### config.mk
export PLATFORM = sky130hd
export DESIGN_NAME = ctrl_seq_driver_flat
export DESIGN_NICKNAME = d
export VERILOG_FILES = /design/src/rtl/ctrl_seq_driver_if.sv /design/src/rtl/ctrl_seq_driver.sv /design/src/flat_wrapper.sv
export SDC_FILE = /design/constraint.sdc
export NUM_CORES = 1
export LEC_CHECK = 0
export CAP_MARGIN = 20
export CELL_PAD_IN_SITES_DETAIL_PLACEMENT = 2
export CELL_PAD_IN_SITES_GLOBAL_PLACEMENT = 2
export CORE_MARGIN = 3
export CORE_UTILIZATION = 33
export CTS_BUF_LIST = sky130_fd_sc_hd__clkbuf_4
export DETAILED_ROUTE_END_ITERATION = 10
export PLACE_DENSITY_LB_ADDON = 0.1
export SKIP_CTS_REPAIR_TIMING = 1
export SLEW_MARGIN = 40
export SYNTH_ARGS = -nofsm -noshare
export SYNTH_HDL_FRONTEND = slang
export SYNTH_SLANG_ARGS = --single-unit
### constraint.sdc
create_clock -name clk_i -period 2.8 [get_ports clk_i]
set_input_delay 0.28 -clock clk_i [delete_from_list [all_inputs] [get_ports clk_i]]
set_output_delay 0.28 -clock clk_i [all_outputs]
set_load 0.05 [all_outputs]
### src/rtl/ctrl_seq_driver_if.sv
// Bundles the host request/result signals and the A/K1/K2 responder link
// of the control-sequence initiator.
interface ctrl_seq_driver_if #(
  parameter int unsigned CNT_W = 8
);
  logic             start_i;
  logic [CNT_W-1:0] t1_i;
  logic [CNT_W-1:0] t2_i;
  logic [CNT_W-1:0] t3_i;
  logic             a_o;
  logic             k1_i;
  logic             k2_i;
  logic             busy_o;
  logic             done_o;
  logic             pass_o;
  logic [1:0]       err_o;
  logic [CNT_W-1:0] lat_o;

  // Initiator view: the sequence driver itself.
  modport master (
    input  start_i, t1_i, t2_i, t3_i, k1_i, k2_i,
    output a_o, busy_o, done_o, pass_o, err_o, lat_o
  );

  // Environment view: host plus responder.
  modport slave (
    output start_i, t1_i, t2_i, t3_i, k1_i, k2_i,
    input  a_o, busy_o, done_o, pass_o, err_o, lat_o
  );
endinterface

### src/rtl/ctrl_seq_driver.sv
// Initiator for the A / K1,K2 control handshake: drives A through
// IDLE->START->STOP->CLEAR->IDLE, checks the responder and reports the
// result, error code and K2 latency.
module ctrl_seq_driver #(
  parameter int unsigned CNT_W    = 8,
  parameter int unsigned RESP_MAX = 16
) (
  input  logic               clk_i,
  input  logic               rst_n,
  ctrl_seq_driver_if.master  bus
);

  typedef enum logic [2:0] {
    S_IDLE = 3'd0,
    S_PH1  = 3'd1,
    S_PH2  = 3'd2,
    S_PH3  = 3'd3,
    S_PH4  = 3'd4,
    S_DONE = 3'd5
  } state_e;

  localparam logic [1:0]       ERR_NONE  = 2'b00;
  localparam logic [1:0]       ERR_TMO   = 2'b01;
  localparam logic [1:0]       ERR_K1    = 2'b10;
  localparam logic [1:0]       ERR_K2CLR = 2'b11;
  localparam logic [CNT_W-1:0] RESP_LIM  = CNT_W'(RESP_MAX);

  state_e           state_q, state_d;
  logic [CNT_W-1:0] cnt_q, cnt_d, cnt_inc;
  logic [CNT_W-1:0] t1_q, t1_d, t2_q, t2_d, t3_q, t3_d;
  logic             seen_q, seen_d;
  logic             a_q, a_d;
  logic             busy_q, busy_d;
  logic             done_q, done_d;
  logic             pass_q, pass_d;
  logic [1:0]       err_q, err_d;
  logic [CNT_W-1:0] lat_q, lat_d;
  logic             abort;
  logic [1:0]       abort_err;
  logic             k2_seen;

  // State register.
  always_ff @(posedge clk_i) begin
    if (!rst_n) state_q <= S_IDLE;
    else        state_q <= state_d;
  end

  // Next state and datapath; outputs are registered from the next state so
  // that A and the status lines come straight from flops.
  always_comb begin
    state_d   = state_q;
    cnt_d     = cnt_q;
    t1_d      = t1_q;
    t2_d      = t2_q;
    t3_d      = t3_q;
    seen_d    = seen_q;
    pass_d    = pass_q;
    err_d     = err_q;
    lat_d     = lat_q;
    abort     = 1'b0;
    abort_err = ERR_NONE;
    k2_seen   = seen_q | bus.k2_i;
    cnt_inc   = (cnt_q == '1) ? cnt_q : cnt_q + 1'b1;

    case (state_q)
      S_IDLE: begin
        if (bus.start_i) begin
          t1_d    = (bus.t1_i == '0) ? CNT_W'(1) : bus.t1_i;
          t2_d    = (bus.t2_i == '0) ? CNT_W'(1) : bus.t2_i;
          t3_d    = (bus.t3_i == '0) ? CNT_W'(1) : bus.t3_i;
          pass_d  = 1'b0;
          err_d   = ERR_NONE;
          lat_d   = '0;
          cnt_d   = '0;
          seen_d  = 1'b0;
          state_d = S_PH1;
        end
      end
      S_PH1: begin
        if (cnt_q == t1_q - 1'b1) begin
          cnt_d   = '0;
          state_d = S_PH2;
        end else begin
          cnt_d = cnt_inc;
        end
      end
      S_PH2: begin
        if (cnt_q == '0 && bus.k2_i) begin
          abort     = 1'b1;
          abort_err = ERR_K2CLR;
        end else if (cnt_q == t2_q - 1'b1) begin
          cnt_d   = '0;
          state_d = S_PH3;
        end else begin
          cnt_d = cnt_inc;
        end
      end
      S_PH3: begin
        if (bus.k2_i && !seen_q) begin
          seen_d = 1'b1;
          lat_d  = cnt_q;
        end
        if (k2_seen && cnt_q >= t3_q - 1'b1) begin
          cnt_d   = '0;
          state_d = S_PH4;
        end else if (!k2_seen && cnt_q == RESP_LIM) begin
          abort     = 1'b1;
          abort_err = ERR_TMO;
        end else begin
          cnt_d = cnt_inc;
        end
      end
      S_PH4: begin
        cnt_d   = '0;
        state_d = S_DONE;
      end
      S_DONE: begin
        state_d = S_IDLE;
      end
      default: begin
        state_d = S_IDLE;
        cnt_d   = '0;
        seen_d  = 1'b0;
        pass_d  = 1'b0;
        err_d   = ERR_NONE;
        lat_d   = '0;
      end
    endcase

    // K1 outranks the phase-local checks, so it overrides their error code.
    if (state_q inside {S_PH1, S_PH2, S_PH3, S_PH4} && bus.k1_i) begin
      abort     = 1'b1;
      abort_err = ERR_K1;
    end

    if (abort) begin
      err_d   = abort_err;
      cnt_d   = '0;
      state_d = S_DONE;
    end

    if (state_d == S_DONE) pass_d = (err_d == ERR_NONE);

    a_d    = (state_d == S_PH1) || (state_d == S_PH3);
    busy_d = (state_d != S_IDLE);
    done_d = (state_d == S_DONE);
  end

  // Datapath and output registers.
  always_ff @(posedge clk_i) begin
    if (!rst_n) begin
      cnt_q  <= '0;
      t1_q   <= '0;
      t2_q   <= '0;
      t3_q   <= '0;
      seen_q <= 1'b0;
      a_q    <= 1'b0;
      busy_q <= 1'b0;
      done_q <= 1'b0;
      pass_q <= 1'b0;
      err_q  <= ERR_NONE;
      lat_q  <= '0;
    end else begin
      cnt_q  <= cnt_d;
      t1_q   <= t1_d;
      t2_q   <= t2_d;
      t3_q   <= t3_d;
      seen_q <= seen_d;
      a_q    <= a_d;
      busy_q <= busy_d;
      done_q <= done_d;
      pass_q <= pass_d;
      err_q  <= err_d;
      lat_q  <= lat_d;
    end
  end

  assign bus.a_o    = a_q;
  assign bus.busy_o = busy_q;
  assign bus.done_o = done_q;
  assign bus.pass_o = pass_q;
  assign bus.err_o  = err_q;
  assign bus.lat_o  = lat_q;

endmodule

### src/flat_wrapper.sv
// flat-port wrapper written by rule: the top's interface ports become plain ports
module ctrl_seq_driver_flat 
#(
  parameter int unsigned CNT_W    = 8,
  parameter int unsigned RESP_MAX = 16
)
  (clk_i, rst_n, bus_start_i, bus_t1_i, bus_t2_i, bus_t3_i, bus_k1_i, bus_k2_i, bus_a_o, bus_busy_o, bus_done_o, bus_pass_o, bus_err_o, bus_lat_o);
  ctrl_seq_driver_if #(.CNT_W(CNT_W)) bus_i ();
  input  logic clk_i;
  input  logic rst_n;
  input wire logic [$bits(bus_i.start_i)-1:0] bus_start_i;
  input wire logic [$bits(bus_i.t1_i)-1:0] bus_t1_i;
  input wire logic [$bits(bus_i.t2_i)-1:0] bus_t2_i;
  input wire logic [$bits(bus_i.t3_i)-1:0] bus_t3_i;
  input wire logic [$bits(bus_i.k1_i)-1:0] bus_k1_i;
  input wire logic [$bits(bus_i.k2_i)-1:0] bus_k2_i;
  output wire logic [$bits(bus_i.a_o)-1:0] bus_a_o;
  output wire logic [$bits(bus_i.busy_o)-1:0] bus_busy_o;
  output wire logic [$bits(bus_i.done_o)-1:0] bus_done_o;
  output wire logic [$bits(bus_i.pass_o)-1:0] bus_pass_o;
  output wire logic [$bits(bus_i.err_o)-1:0] bus_err_o;
  output wire logic [$bits(bus_i.lat_o)-1:0] bus_lat_o;
  assign bus_i.start_i = bus_start_i;
  assign bus_i.t1_i = bus_t1_i;
  assign bus_i.t2_i = bus_t2_i;
  assign bus_i.t3_i = bus_t3_i;
  assign bus_i.k1_i = bus_k1_i;
  assign bus_i.k2_i = bus_k2_i;
  assign bus_a_o = bus_i.a_o;
  assign bus_busy_o = bus_i.busy_o;
  assign bus_done_o = bus_i.done_o;
  assign bus_pass_o = bus_i.pass_o;
  assign bus_err_o = bus_i.err_o;
  assign bus_lat_o = bus_i.lat_o;
  ctrl_seq_driver #(.CNT_W(CNT_W), .RESP_MAX(RESP_MAX)) u_core (.clk_i(clk_i), .rst_n(rst_n), .bus(bus_i));
endmodule
==> flow_summary.yaml <==
sta:
  holdWs_ps: 465
  finalSetupViolCount: 0
  tns_ps: 0
  skew_ps: 13.7
  setup_ws_ps: 182
  final_hold_viol_count: 0
  min_period_ps: 2620
  clock.fmax_mhz: 382
  post-route-period-util_pct: 93.5
  worstMarginPinSlew_ps: 554
  slew_headroom_pct: 63.0
  drv_slew: 0
synth:
  yosys-top-cells-area: "dfxtp_1 32%, nand2_1 8.2%, a21boi_0 7.5%, ha_1 5.3%, xnor2_1 3.7%"
  yosysMostFrequentCell: "nand2_1"
  synth_async_sr_flop_share_pct: 0
  synthCells: 394
  ys_ff_latch: 50
  syn_area_per_cell_um2: 7.86
  synthesis.nets: 436
  synth-seq-area-share_pct: 32.3
  netlist_area_um2: 3100
  synth_top_area_share_pct: 32.3
  yosys_most_used_dff: "dfxtp_1"
  yosys_warnings: 0
  synthTopCellsByCount: "68 x nand2_1, 50 x dfxtp_1, 31 x a21boi_0"
  synth-edff-count: 0
  synth.distinct_cells: 55
  yosysTopAreaCell: "dfxtp_1"
critical_path:
  timing.rr.end: "u_core.bus.a_o"
  cp.required_ps: 3140
  reg2reg_from: "u_core.t3_q[1]"
  rr_worst_depth: 12
  path_cells: "inv_1, ha_1, xnor2_1, ha_1, o21ai_0, a21oi_1, a21oi_1, buf_4, o211ai_1, o211ai_1, buf_4, and3_1"
  slowest_delay_ps: 450
  r2r_slack_ps: 180
  cpMaxStageDelayCell: "dfxtp_1"
  cp.arrival_ps: 2960
  crit_path_start_kind: "register"
  critical_path_class: "reg -> reg"
  worstPathMaxFanout: 5
  crit_path_end_kind: "register"
clocking:
  clock_latency_ps: 380
  cts-buffers-inserted: 5
  clock_path_buffers: 2
  cts_tree: "yes"
  clock_sinks: 50
  cts-root-buf: "clkbuf_4"
  clk_pin_slew_worst_paths_ps: 170
  cts.htree.levels: 2
route:
  wirelength_um: 10300
  first_pass_iters: 4
  via_count: 3071
  viasPerCell: 5.55
  drt-initial-drc-count: 80
  wl_per_cell_um: 18.6
  drc_errors: 0
  ant_nets: 0
finish:
  ff_latch_area_um2: 1010
  drive_gt1_share_pct: 12.1
  multi_input_area_um2: 1970
  n_antenna_cell: 0
  area_growth_pct: 24.9
  layout.nets: 486
  fill_cells: 1034
grt:
  grtUsageTotal_pct: 20.2
  grt_max_degree: 28
  grt-ovfl-total: 0
  grt_pass1_vias: 3277
  grt_pass1_wl_um: 16800
  antenna_found_initial: 0
placed_design:
  dp_hpwl_um: 7910
  place_ws_ps: -6.93
  gp_congestion: 0.862
  io_buffers: 42
run:
  drv_cap: 0
floorplanning:
  die_area_um2: 10600
  io_pins: 43
  die_w_um: 103
  die_h_um: 103
  core_um2: 8930
  rows: 34
  start_util_pct: 34.6
worst_hold_path:
  whs_endpoint: "u_core.t2_q[1]"
  worstHoldStart: "bus_t2_i[1]"
  worstHoldPathType: "in -> reg"
  worstHoldPathCells: 3
pwr:
  vdd_ir_drop_max_mv: 0.227
  p_per_area_nw_per_um2: 457
  leakagePower_uw: 0.00145
outcome:
  status: "finished clean"
[state kept, by name (all words and copies together), names as in the netlist]
name / cells
u_core.cnt_q: 8
u_core.bus.pass_o: 1
u_core.bus.a_o: 1
u_core.t1_q: 8
u_core.bus.err_o: 2
u_core.seen_q: 1
u_core.bus.lat_o: 8
u_core.t2_q: 8
u_core.bus.busy_o: 1
u_core.t3_q: 8
u_core.bus.done_o: 1
u_core.state_q: 3
[cells in the final DEF, fill, tap and decap left out, types with 2 or more instances in the layout]
master,count
nor4_1,7
nor2_1,10
xor2_1,11
and3_1,4
o21ai_0,16
and4_1,2
o211ai_1,4
nand3b_1,3
a31oi_1,2
nand3_1,15
nand2_1,68
dfxtp_2,3
xnor2_1,13
a21boi_0,31
o31a_1,2
inv_1,13
o2111ai_1,2
clkdlybuf4s50_1,42
nand2b_1,6
or2_2,2
nor4_2,2
buf_4,25
dfxtp_1,46
clkbuf_4,5
or3b_2,2
a21oi_2,2
a22o_1,3
a21oi_1,20
nor2b_1,5
nand4b_1,3
nand4_1,6
nor3b_1,3
ha_1,13
and2_1,7
a31o_2,2
nor3_1,17
[through the flow]
stage / power [uW] / util [%] / std cells / area, um2
4_1_cts: 1780 / 42.6 / 551 / 3800
3_3_place_gp: 1290 / 41.7 / 543 / 3720
6_report: 1770 / 43.3 / 553 / 3860
3_5_place_dp: 1320 / 41.7 / 543 / 3720
5_1_grt: 1890 / 43.3 / 553 / 3860
2_1_floorplan: 1130 / - / 394 / 3100
[cells by family (layout without fill, tap and decap cells)]
| group | after synthesis | after routing | synth area share [%] |
|---|---|---|---|
| AND/OR/NAND/NOR | 171 | 171 | 28.7 |
| AO/OA/AOI/OAI | 97 | 97 | 21.5 |
| flip-flops | 50 | 50 | 32.3 |
| buffers and inverters | 38 | 89 | 5.09 |
| XOR/XNOR | 24 | 24 | 6.79 |
| adder cells (fa/ha/maj) | 13 | 13 | 5.25 |
| multiplexers | 1 | 1 | 0.323 |
[critical path: cells and delay by family (launching register included)]
family	cells	cell delay [ps]
flip-flops	1	450
AND/OR/NAND/NOR	1	160
adder cells (fa/ha/maj)	2	480
buffers and inverters	3	400
AO/OA/AOI/OAI	5	900
XOR/XNOR	1	200
[area by class of cell]
class | instances | area share (%)
clock buffer | 5 | 0.971
inverter | 13 | 1.26
timing repair buffer | 68 | 16.0
sequential | 50 | 26.1
multi-input combinational | 306 | 51.1
clock inverter | 3 | 1.10
tap | 108 | 3.50
[per-layer routing]
layer,wire length (um),vias up,GRT usage (%)
li1,-,1491,-
met5,0,-,0
met1,4690,1527,25.9
met4,106,0,2.89
met2,5230,43,36.1
met3,253,10,3.59
[power by group]
group | leakage, uW | internal [uW] | switching, uW
Sequential | 0.000410 | 752 | 52.0
Combinational | 0.000993 | 233 | 281
Clock | 0.0000432 | 189 | 260
[how the worst max path moves through the flow]
stage / start / end / slack, ps / cells after the start
finish: u_core.t3_q[1] / u_core.bus.a_o / 180 / 12
global route: u_core.t3_q[1] / u_core.bus.a_o / -2 / 12
CTS: u_core.t3_q[2] / u_core.bus.a_o / -30 / 12
detailed placement: u_core.t3_q[2] / u_core.bus.a_o / -7 / 12
global placement: u_core.t3_q[2] / u_core.bus.done_o / 170 / 12
floorplan: u_core.cnt_q[0] / u_core.cnt_q[2] / 330 / 11
No activity file was read; power rests on OpenSTA's default activity.
